==> config.mk <==
export PLATFORM = sky130hd
export DESIGN_NAME = hdcp_auth_sniffer
export DESIGN_NICKNAME = d
export VERILOG_FILES = /design/src/rtl/hdcp_auth_sniffer.sv
export SDC_FILE = /design/constraint.sdc
export NUM_CORES = 1
export LEC_CHECK = 0
export BUFFER_PORTS_ARGS = -buffer_cell sky130_fd_sc_hd__buf_2
export CAP_MARGIN = 20
export CELL_PAD_IN_SITES_DETAIL_PLACEMENT = 2
export CELL_PAD_IN_SITES_GLOBAL_PLACEMENT = 2
export CORE_AREA = 5 5 175 177
export CTS_CLUSTER_DIAMETER = 50
export DETAILED_ROUTE_END_ITERATION = 10
export DIE_AREA = 0 0 180 182
export HOLD_SLACK_MARGIN = 0.05
export PLACE_DENSITY_LB_ADDON = 0.12
export REMOVE_ABC_BUFFERS = 1
export SLEW_MARGIN = 10
export SYNTH_ARGS = -nofsm -noshare
export SYNTH_HDL_FRONTEND = slang
export SYNTH_SLANG_ARGS = --single-unit
==> constraint.sdc <==
create_clock -name clk -period 15.55 [get_ports clk]
set_input_delay 0.7775 -clock clk [delete_from_list [all_inputs] [get_ports clk]]
set_output_delay 0.7775 -clock clk [all_outputs]
set_load 0.005 [all_outputs]
==> src/rtl/hdcp_auth_sniffer.sv <==
// hdcp_auth_sniffer
// Passive HDCP 1.x authentication sniffer and Km sequencer. It watches the
// decoded DDC byte traffic into the HDCP register space, assembles Bksv,
// Aksv and An, and asks the CPU for Km once the last Aksv byte is written.
// If the CPU does not supply Km in time, HPD is forced low for a while so
// the source starts authentication over.
//
// Ports:
//   clk, rst           pixel clock, asynchronous active-high reset
//   hpd                high when no cable is attached; synchronous clear
//   ddc_wr_stb         source wrote ddc_data at ddc_addr (one-cycle pulse)
//   ddc_rd_stb         source read ddc_data at ddc_addr (one-cycle pulse)
//   ddc_addr/ddc_data  HDCP register offset and byte value
//   cpu_km/cpu_km_wr   Km from the CPU and its one-cycle load strobe
//   An/Aksv/Bksv       assembled session values (byte 0 in bits [7:0])
//   Km/Km_valid        latched Km and its validity for the current Aksv
//   Aksv14_write       one-cycle pulse after the final Aksv byte
//   irq                level Km request to the CPU
//   hpd_force          drive HPD low toward the source
//   an_complete        all 8 An bytes seen since the last clear
//   bksv_complete      all 5 Bksv bytes seen since the last clear
//   sniff_state        current state encoding for debug
module hdcp_auth_sniffer #(
  parameter int                TMR_W      = 24,
  parameter logic [TMR_W-1:0]  KM_TIMEOUT = 24'd12_000_000,
  parameter logic [TMR_W-1:0]  HPD_PULSE  = 24'd7_500_000
) (
  input  logic        clk,
  input  logic        rst,
  input  logic        hpd,
  input  logic        ddc_wr_stb,
  input  logic        ddc_rd_stb,
  input  logic [7:0]  ddc_addr,
  input  logic [7:0]  ddc_data,
  input  logic [55:0] cpu_km,
  input  logic        cpu_km_wr,
  output logic [63:0] An,
  output logic [39:0] Aksv,
  output logic [39:0] Bksv,
  output logic [55:0] Km,
  output logic        Km_valid,
  output logic        Aksv14_write,
  output logic        irq,
  output logic        hpd_force,
  output logic        an_complete,
  output logic        bksv_complete,
  output logic [2:0]  sniff_state
);

  typedef enum logic [2:0] {
    IDLE      = 3'd0,
    COLLECT   = 3'd1,
    WAIT_KM   = 3'd2,
    KM_READY  = 3'd3,
    FORCE_HPD = 3'd4
  } sniff_state_t;

  // Terminal counts: the timer counts 0..N-1, so N cycles are spent in the state.
  localparam logic [TMR_W-1:0] KM_LAST  = KM_TIMEOUT - TMR_W'(1);
  localparam logic [TMR_W-1:0] HPD_LAST = HPD_PULSE - TMR_W'(1);

  sniff_state_t     state, state_next;
  logic [TMR_W-1:0] timer;
  logic [7:0]       an_mask;
  logic [4:0]       aksv_mask;
  logic [4:0]       bksv_mask;

  logic       capture_en;
  logic       an_hit, aksv_hit, bksv_hit;
  logic       aksv_trig, km_load, km_timeout, pulse_done;
  logic [2:0] byte_sel;
  logic [5:0] byte_base;

  assign byte_sel      = ddc_addr[2:0];
  assign byte_base     = {byte_sel, 3'b000};
  assign an_complete   = &an_mask;
  assign bksv_complete = &bksv_mask;
  assign sniff_state   = state;

  always_ff @(posedge clk or posedge rst) begin
    if (rst) state <= IDLE;
    else     state <= state_next;
  end

  // Event decode and next state. hpd masks every event; a write always wins
  // over a read in the same cycle; the Aksv trigger outranks a Km load, which
  // in turn outranks the timeout.
  always_comb begin
    state_next = state;
    capture_en = 1'b0;
    an_hit     = 1'b0;
    aksv_hit   = 1'b0;
    bksv_hit   = 1'b0;
    aksv_trig  = 1'b0;
    km_load    = 1'b0;
    km_timeout = 1'b0;
    pulse_done = 1'b0;

    capture_en = !hpd && (state == COLLECT || state == WAIT_KM || state == KM_READY);
    an_hit     = capture_en && ddc_wr_stb && (ddc_addr[7:3] == 5'b00011);
    aksv_hit   = capture_en && ddc_wr_stb && (ddc_addr[7:3] == 5'b00010) && (byte_sel <= 3'd4);
    bksv_hit   = capture_en && !ddc_wr_stb && ddc_rd_stb &&
                 (ddc_addr[7:3] == 5'b00000) && (byte_sel <= 3'd4);
    aksv_trig  = aksv_hit && (byte_sel == 3'd4);
    km_load    = !hpd && (state == WAIT_KM) && cpu_km_wr && !aksv_trig;
    km_timeout = !hpd && (state == WAIT_KM) && !cpu_km_wr && !aksv_trig && (timer == KM_LAST);
    pulse_done = !hpd && (state == FORCE_HPD) && (timer == HPD_LAST);

    if (hpd) begin
      state_next = IDLE;
    end else begin
      case (state)
        IDLE:      state_next = COLLECT;
        COLLECT:   if (aksv_trig) state_next = WAIT_KM;
        WAIT_KM: begin
          if (aksv_trig)       state_next = WAIT_KM;
          else if (km_load)    state_next = KM_READY;
          else if (km_timeout) state_next = FORCE_HPD;
        end
        KM_READY:  if (aksv_trig) state_next = WAIT_KM;
        FORCE_HPD: if (pulse_done) state_next = COLLECT;
        default:   state_next = IDLE;
      endcase
    end
  end

  // Shared timer for the Km wait and the forced HPD pulse; saturates at all-ones.
  always_ff @(posedge clk or posedge rst) begin
    if (rst) begin
      timer <= '0;
    end else if (hpd || aksv_trig || km_timeout || pulse_done) begin
      timer <= '0;
    end else if (state == WAIT_KM || state == FORCE_HPD) begin
      if (timer != '1) timer <= timer + TMR_W'(1);
    end else begin
      timer <= '0;
    end
  end

  // Byte-seen masks. A Km load clears An/Aksv tracking (Bksv stays valid
  // across sessions); a byte captured in that same cycle still marks itself.
  always_ff @(posedge clk or posedge rst) begin
    if (rst) begin
      an_mask   <= '0;
      aksv_mask <= '0;
      bksv_mask <= '0;
    end else if (hpd || pulse_done) begin
      an_mask   <= '0;
      aksv_mask <= '0;
      bksv_mask <= '0;
    end else begin
      if (km_load) begin
        an_mask   <= '0;
        aksv_mask <= '0;
      end
      if (an_hit)   an_mask[byte_sel]   <= 1'b1;
      if (aksv_hit) aksv_mask[byte_sel] <= 1'b1;
      if (bksv_hit) bksv_mask[byte_sel] <= 1'b1;
    end
  end

  // Captured values survive hpd; only the handshake flags are cleared by it.
  always_ff @(posedge clk or posedge rst) begin
    if (rst) begin
      An           <= '0;
      Aksv         <= '0;
      Bksv         <= '0;
      Km           <= '0;
      Km_valid     <= 1'b0;
      Aksv14_write <= 1'b0;
      irq          <= 1'b0;
      hpd_force    <= 1'b0;
    end else begin
      Aksv14_write <= aksv_trig;
      if (an_hit)   An[byte_base +: 8]   <= ddc_data;
      if (aksv_hit) Aksv[byte_base +: 8] <= ddc_data;
      if (bksv_hit) Bksv[byte_base +: 8] <= ddc_data;
      if (km_load)  Km <= cpu_km;
      if (hpd) begin
        Km_valid  <= 1'b0;
        irq       <= 1'b0;
        hpd_force <= 1'b0;
      end else begin
        if (aksv_trig) begin
          Km_valid <= 1'b0;
          irq      <= 1'b1;
        end else if (km_load) begin
          Km_valid <= 1'b1;
          irq      <= 1'b0;
        end else if (km_timeout) begin
          irq       <= 1'b0;
          hpd_force <= 1'b1;
        end
        if (pulse_done) hpd_force <= 1'b0;
      end
    end
  end

endmodule

; After elaboration in Yosys (flattened, before gate mapping)
; Index checks and enable logic that the tools add are counted.
[word_totals]
mem_bits_ro = 0
ram_bits = 0
out_inout_bits = 209
register_bits = 244
n_memories = 0
latch_bits = 0
input_bits = 78
[op_classes]
n_lt_le_gt_ge = 3
mux = 33
n_div = 0
n_addsub = 2
n_bitwise = 2
n_reduce_logical = 41
n_eq_ne = 16
shift = 4
multipliers = 0
[op_table]
columns = cell, count
row1 = 40-bit bitwise mux, 2
row2 = 24-bit two-way mux, 3
row3 = 64-bit bitwise mux, 1
row4 = "8-bit by 8-bit variable shift with 64-bit output, first input constant", 1
row5 = 8-bit by 8-bit variable part select with 64-bit output, 1
row6 = "8-bit by 8-bit variable shift with 40-bit output, first input constant", 1
row7 = 8-bit by 8-bit variable part select with 40-bit output, 1
row8 = 8-bit two-way mux, 4
row9 = "24-bit by 1-bit adder with 24-bit output, second input constant", 1
row10 = "24-bit by 23-bit == test with 1-bit output, second input constant", 1
row11 = "24-bit == test, second input constant", 1
row12 = "24-bit inequality test, second input constant", 1
row13 = 1-bit logical AND, 19
row14 = 3-bit two-way mux, 6
row15 = 1-bit two-way mux, 13
row16 = 3-bit case mux with 4 select lines, 1
row17 = "5-bit by 2-bit == test with 1-bit output, second input constant", 2
row18 = 5-bit two-way mux, 2
row19 = "3-bit by 2-bit inequality test with 1-bit output, second input constant", 3
row20 = 6-bit negation with 8-bit output, 1
row21 = 8-bit bitwise OR, 1
row22 = 8-bit AND reduction, 1
row23 = 1-bit logical OR, 7
row24 = "3-bit by 2-bit == test with 1-bit output, second input constant", 2
row25 = 19 further kinds, 25

; Depth between registers and ports, before layout
; Gate-level depths: netlist of run 1.
[depth]
word_depth = 16
mapped_depth = 12

; Worst setup path after synthesis of run 1
; Ideal clock, no wire load.
[synth_timing]
path_type = in2reg
from = input ddc_addr[0]
to = register Bksv[0]
t_required_ns = 15.425
setup_slack_ns = 12.500
arrival_time_ns = 2.926
setup_ns = 0.125
path_stages = 10
n_path_buf = 1
path_cell_list = clkbuf_1 > inv_1 > ha_1 > inv_1 > ha_1 > or2_2 > nor3_2 > nand3_1 > nor2_2 > mux2_2
[synth_between]
elab_chain_len = 3
elab_cells_between_ends = 6
classes_between = add/sub: 1 / order compare: 1 / shift: 2 / mux: 1 / reduce/logical: 1
[synth_rtl]
columns = item, line_no
row1 = start: declaration, 33  ; input logic [7:0] ddc_addr,
row2 = 6-bit negation with 8-bit output, 177  ; if (bksv_hit) Bksv[byte_base +: 8] <= ddc_data;
row3 = 8-bit by 8-bit variable part select with 40-bit output or 8-bit by 8-bit variable shift with 40-bit output (tied branches), 177
row4 = 40-bit bitwise mux, 177
row5 = end signal: indexed assignment, 177
row6 = end: declaration, 39  ; output logic [39:0] Bksv,
; Parallel ways exist; a longest one is shown, timed or not.
; A chain may end at the register's enable or synchronous reset.

; Worst setup path in the final report of run 1
[layout_timing]
from = input ddc_addr[0]
to = register an_mask[1]
[layout_between]
elab_chain_len = 10
elab_cells_between_ends = 16
classes_between = order compare: 3 / eq/ne: 1 / mux: 6 / bitwise: 1 / reduce/logical: 5
[layout_rtl]
columns = item, line_no
row1 = 3-bit less-or-equal comparator, 101  ; aksv_hit = capture_en && ddc_wr_stb && (ddc_addr[7:3] == 5'b00010) && (byte_sel <= 3'd4);
row2 = 1-bit logical AND, 101
row3 = 1-bit logical AND *, 104  ; aksv_trig = aksv_hit && (byte_sel == 3'd4);
row4 = via aksv_trig, 70  ; logic aksv_trig, km_load, km_timeout, pulse_done;
row5 = 1-bit logical NOT *, 105  ; km_load = !hpd && (state == WAIT_KM) && cpu_km_wr && !aksv_trig;
row6 = 1-bit logical AND *, 105
row7 = 8-bit two-way mux *, 152  ; if (km_load) begin
row8 = 8-bit two-way mux *, 147  ; end else if (hpd || pulse_done) begin
row9 = 8-bit bitwise OR (no line), n/a
row10 = 8-bit two-way mux *, 156  ; if (an_hit) an_mask[byte_sel] <= 1'b1;
row11 = 8-bit two-way mux *, 147
row12 = end signal: assignment, 148  ; an_mask <= '0;
row13 = end signal: assignment, 153  ; an_mask <= '0;
row14 = end signal: indexed assignment, 156
row15 = end: declaration, 64  ; logic [7:0] an_mask;
; The timed path passes the listed nets; every way through them passes the cells marked *. The select of a mux whose other input is x is not followed.

==> metrics.cfg, run 1 <==
[pwr]
power_frac_seq_pct=41.7
p_int_uw=1220
p_per_area_nw_per_um2=118
clkPwrFrac_pct=53.2
vdd_ir_drop_max_uv=60.1
switching_share_pct=23.1
switchingPower_uw=365
combPwrFrac_pct=5.1
leakagePower_uw=0.00729

[global_route]
grt_antenna_before_repair=5
grt_overflow=0
met3_usage_pct=6.77
grtUsageMet1_pct=24.2
grt_pass1_wl_mm=52.1
grtUsageMet2_pct=34.2
grt_start_max_net_pins=108
grt_pass1_vias=8888
busiest_layer=met2
grt_usage_pct=19.9

[min_path]
hp-class=in -> async

[timing]
finalHoldViolCount=0
rsz0062_at_grt=no
period_minus_slack_ns=3.37
setup_tns_ns=0
relSlewSlack_pct=35.7
finalMaxSlewViolations=0
finalSetupViolCount=0
worst_pin_slew_ns=0.960
fmax_mhz=297
timing.final.crit_share_pct=21.6
finClkSkew_ns=0.0169

[cells_and_area]
final_nets=1256
final_cell_mix=buf_2 (286), dfrtp_1 (244), nand2_1 (191)
layout_commonest_cell=buf_2
drive_above_1_share_pct=43.9
syn2layout_area_growth_pct=31.0
layoutNonFillerInstCount=1593

[clock_tree]
post_cts.repair.setup_buffers=0
cts_resized=0
path_clk_slew_ns=0.05
root_buffer=clkbuf_16
numClockSinks=244
numCtsBuffers=37
cts_max_level=2
clock_latency_ns=0.51
cts_tree=yes
hold_buffers=0
ctsLongestPathBuffers=3

[placed_design]
dp_cells=1521
hpwl_mm=23.1
gp_congestion=0.739
portBuffers=286

[logic_synthesis]
ys_warn_count=0
synth_edf_count=0
synth_seq_cells=244
syn_area_um2=10200
syn_inst=863
yosysTopAreaCell=dfrtp_1
yosys_most_used_dff=dfrtp_1
synth_area_per_cell_um2=11.8
synth_top_area_share_pct=59.8
synth_cell_types=58
ys_seq_area_share_pct=59.8
synth_area_leaders=dfrtp_1 (60%), mux2_2 (15%), nand2_1 (7.0%)
synthArstFlopShare_pct=100

[worst_setup_path]
critPathCaptureType=flip-flop
crit_path_start_kind=primary input
worstSetupPathType=in -> reg
cp_data_arrival_time_ns=3.79
required_ns=15.97
cp_max_fo=64

[job]
drv_cap=0

[floorplanning]
core_area_um2=29100
die-width_um=180
dieArea_um2=32800
row_count=63
ios=287
die_y_um=182
floorplan.initialDensity_pct=35.1

[outcome]
status=finished, final reports clean

[route]
dr.pass1.iters=4
post_drt_via_cell_ratio=4.92
drt_iter0_drc=330
num_vias=7837
finalWirelength_mm=32.9
drtAntennaViolNets=0
drcViolationCount=0
wl_per_cell_um=20.7

-- cell usage after synthesis, types with 3 or more instances --
library cell  instances
nand2_4               3
a31oi_1               3
buf_2                10
and2_1               22
nor2_1               49
dfrtp_1             244
mux2_2              138
mux2_1                5
buf_4                 3
nor3b_1               3
nor3_1               14
nor4_1                4
nand3_1              22
inv_1                 7
a211oi_1              6
a21oi_1              15
nor2_2               15
nand2_1             191
xnor2_1              14
clkbuf_1             10
nand2b_1              4
ha_1                  8
and3_1               18
nand4_1              10
-- final cells by class --
class / instances / area [um^2]
tap: 390 / 488
clock inverter: 15 / 151
sequential: 244 / 6110
inverter: 7 / 33.8
clock buffer: 53 / 1120
timing repair buffer: 293 / 1480
fill: 3029 / 15700
antenna: 4 / 10.0
multi-input combinational: 587 / 3970
-- per-stage QoR --
step	power, uW	area (um^2)	setup WS [ns]	util, %	hold WS (ns)
5_1_grt	1650	13400	11.83	45.9	0.454
3_3_place_gp	751	12100	11.71	41.5	0.453
4_1_cts	1610	13400	12.13	45.9	0.438
6_report	1580	13400	12.18	45.9	0.442
2_1_floorplan	704	10100	8.07	-	0.462
3_5_place_dp	753	12100	11.63	41.5	0.462
-- power groups by stage --
stage | clock, uW | sequential, uW | combinational [uW]
after floorplan | 0 | 672 | 32.2
after global placement | 0 | 670 | 80.2
after detailed placement | 0 | 670 | 82.4
after CTS | 864 | 660 | 83.4
after global routing | 895 | 661 | 91.1
final | 842 | 660 | 80.2
-- flip-flops by register name (all words and copies together) (netlist names) --
signal        count
an_mask           8
sniff_state       3
hpd_force         1
timer            24
Bksv             40
An               64
bksv_mask         5
Km_valid          1
irq               1
Aksv14_write      1
Aksv             40
Km               56
-- layer usage --
metal	vias up	wire (um)	share of wire (%)
li1	3578	-	-
met1	4010	13700	42
met2	201	16200	49
met3	46	2390	7.3
met4	2	593	1.8
met5	-	11	0.033
-- final timing paths --
| kind | slack, ns | end | depth (start not counted) | startpoint |
|---|---|---|---|---|
| setup / recovery | 12.18 | an_mask[1] | 11 | ddc_addr[0] |
| hold / removal | 0.44 | Km[34] | 2 | rst |
| setup reg to reg | 12.52 | an_mask[1] | 6 | sniff_state[2] |
| hold reg to reg | 0.47 | Km[13] | 2 | Km[13] |
| max in group asynchronous | 13.68 | Km[2] | 3 | rst |
| min in group clk | 0.46 | Km[1] | 3 | cpu_km[1] |
-- cell families (layout without fill, tap and decap cells) --
kind of cell,count (synthesis),in the layout,synth area share (%)
AOI/OAI and AO/OA,39,39,2.49
buffers and inverters,32,368,1.48
adders and majority gates,8,8,0.981
and+or+nand+nor,378,378,17.7
DFF,244,244,59.8
muxes,146,146,16.1
xor gates and xnor gates,16,16,1.37
other,0,4,0
-- worst max-delay path, cell delays in order --
cell and delay [ns]:
buf_2 0.19, inv_1 0.23, ha_1 0.26, inv_1 0.06, ha_1 0.16, or2_2 0.30, nor4_2 0.69, or2_2 0.23
buf_4 0.54, a22oi_1 0.19, nor2_1 0.14
Power figures use the tool's default switching activity.
==> run 2, diff against run 1 <==
CORE_AREA = 5 5 182 184   (was 5 5 175 177)
DIE_AREA = 0 0 187 189   (was 0 0 180 182)
clock period = 3.4 ns   (was 15.55 ns; I/O delays follow)
==> metrics.cfg, run 2 (synthesis results as in run 1) <==
[outcome]
status=finished, final reports clean

[cells_and_area]
layoutNonFillerInstCount=1668
top_register=An
drive_above_1_share_pct=42.3
final_nets=1322
layout_commonest_cell=buf_2
largest_registers=An x64, Km x56
syn2layout_area_growth_pct=38.7
final_cell_mix=buf_2 (286), dfrtp_1 (244), nand2_1 (191)
largest_register_ffs=64

[worst_setup_path]
cpPeakStageDelay_ns=0.61
crit_path_start_kind=flip-flop
worstSetupPathType=reg -> reg
critPathSlowestCell=or4_4
required_ns=3.79
crit_buf_inv=0
cp_data_arrival_time_ns=3.16
crit_family=simple AND/OR/NAND/NOR gates
cp_max_fo=8
critPathCaptureType=flip-flop
worstPathCellList=or4_4, nor3_2, nand3_1, nor2_2, mux2_2

[placed_design]
dp_cells=1539
portBuffers=286
gp_congestion=0.732
hpwl_mm=24.0

[global_route]
grt_pass1_wl_mm=57.2
grt_overflow=0
grt_start_max_net_pins=93
grt_usage_pct=20.2
grt_pass1_vias=9577
grt_antenna_before_repair=1

[pwr]
p_int_uw=6020
switching_share_pct=22.7
p_per_area_nw_per_um2=550
clkPwrFrac_pct=55.5
finalPower_uw=7780
switchingPower_uw=1770
power_frac_seq_pct=38.8
leakagePower_uw=0.00759
vdd_ir_drop_max_uv=310
combPwrFrac_pct=5.7

[route]
dr.pass1.iters=4
wl_per_cell_um=21.7
drcViolationCount=0
drtAntennaViolNets=0
drt_iter0_drc=238
num_vias=8197
finalWirelength_mm=36.1
post_drt_via_cell_ratio=4.91

[timing]
worst_pin_slew_ns=0.899
period_minus_slack_ns=2.78
fmax_mhz=360
relSlewSlack_pct=39.6
rsz0062_at_grt=no
timing.final.crit_share_pct=81.6
finalHoldViolCount=0
finalMaxSlewViolations=0
finClkSkew_ns=0.0174
finalSetupViolCount=0

[clock_tree]
ctsLongestPathBuffers=3
numClockSinks=244
cts_max_level=2
root_buffer=clkbuf_16
path_clk_slew_ns=0.05
post_cts.repair.setup_buffers=0
cts_tree=yes
numCtsBuffers=38
clock_latency_ns=0.51

[floorplanning]
ios=287
die_y_um=189
floorplan.initialDensity_pct=32.7
row_count=65
core_area_um2=31200
die-width_um=187
dieArea_um2=35300

[min_path]
hp-class=in -> reg

[job]
drv_cap=0

run 2: changes by cell type in the layout (fill, tap and decap cells not counted), moves of 2 or more:
cell,before,now
buf_12,0,2
buf_4,7,11
bufinv_16,2,8
clkbuf_1,5,3
clkbuf_8,9,6
clkinv_2,5,3
clkinv_4,2,0
clkinvlp_4,3,5
diode_2,4,1
dlygate4sd3_1,0,59
inv_8,1,3
run 2: tightest hold or removal path, cell delays in order:
cell	delay, ns
buf_2	0.18
nand4_1	0.12
a21oi_1	0.07
run 2: layer usage:
layer	part of all wire, %	GRT usage, %	wire length, um
met5	0	0	0
met1	41	24.3	14700
met3	7.1	6.49	2560
met4	1.9	4.61	691
met2	50	35.4	18200
run 2: path summary, 6_finish.rpt:
kind	startpoint	end	slack, ns	cells after the start
worst max-delay path	sniff_state[2]	Bksv[28]	0.62	5
worst min-delay path	ddc_addr[1]	an_mask[6]	0.08	3
worst max register to register	sniff_state[2]	Bksv[28]	0.62	5
worst min register to register	Km[6]	Km[6]	0.47	2
max in group asynchronous	rst	sniff_state[2]	2.09	4
min in group asynchronous	rst	Km[20]	0.34	3
run 2: what timing repair did:
action	4_1_cts	5_1_grt
resized for setup	0	0
endpoints found under the hold margin	147	0
hold buffers	59	0
run 2: power groups by stage:
| stage | logic, uW | registers (uW) | clock network, uW |
|---|---|---|---|
| detailed placement | 387 | 3070 | 0 |
| global placement | 380 | 3060 | 0 |
| global route | 499 | 3030 | 4570 |
| floorplan | 147 | 3070 | 0 |
| finish | 444 | 3020 | 4320 |
| CTS | 447 | 3020 | 4410 |
run 2: through the flow:
| step | hold slack [ns] | setup TNS, ns | util, % | setup slack [ns] | area, um^2 |
|---|---|---|---|---|---|
| final | 0.0839 | 0 | 45.3 | 0.625 | 14200 |
| after global routing | 0.0842 | 0 | 45.3 | 0.435 | 14200 |
| after CTS | 0.0556 | 0 | 45.3 | 0.598 | 14200 |
| after detailed placement | 0.354 | 0 | 38.9 | 0.491 | 12100 |
| after global placement | 0.357 | 0 | 38.9 | 0.551 | 12100 |
| after floorplan | 0.243 | -847.05 | - | -3.47 | 10100 |
run 2: layout make-up:
cell class,count,area (um^2)
multi-input cells,587,3950
inverters,7,33.8
clock inverters,21,342
fillers,3265,17100
well taps,402,503
flip-flops and latches,244,6110
clock buffers,48,1070
repair buffers,358,2140
diodes,1,2.50
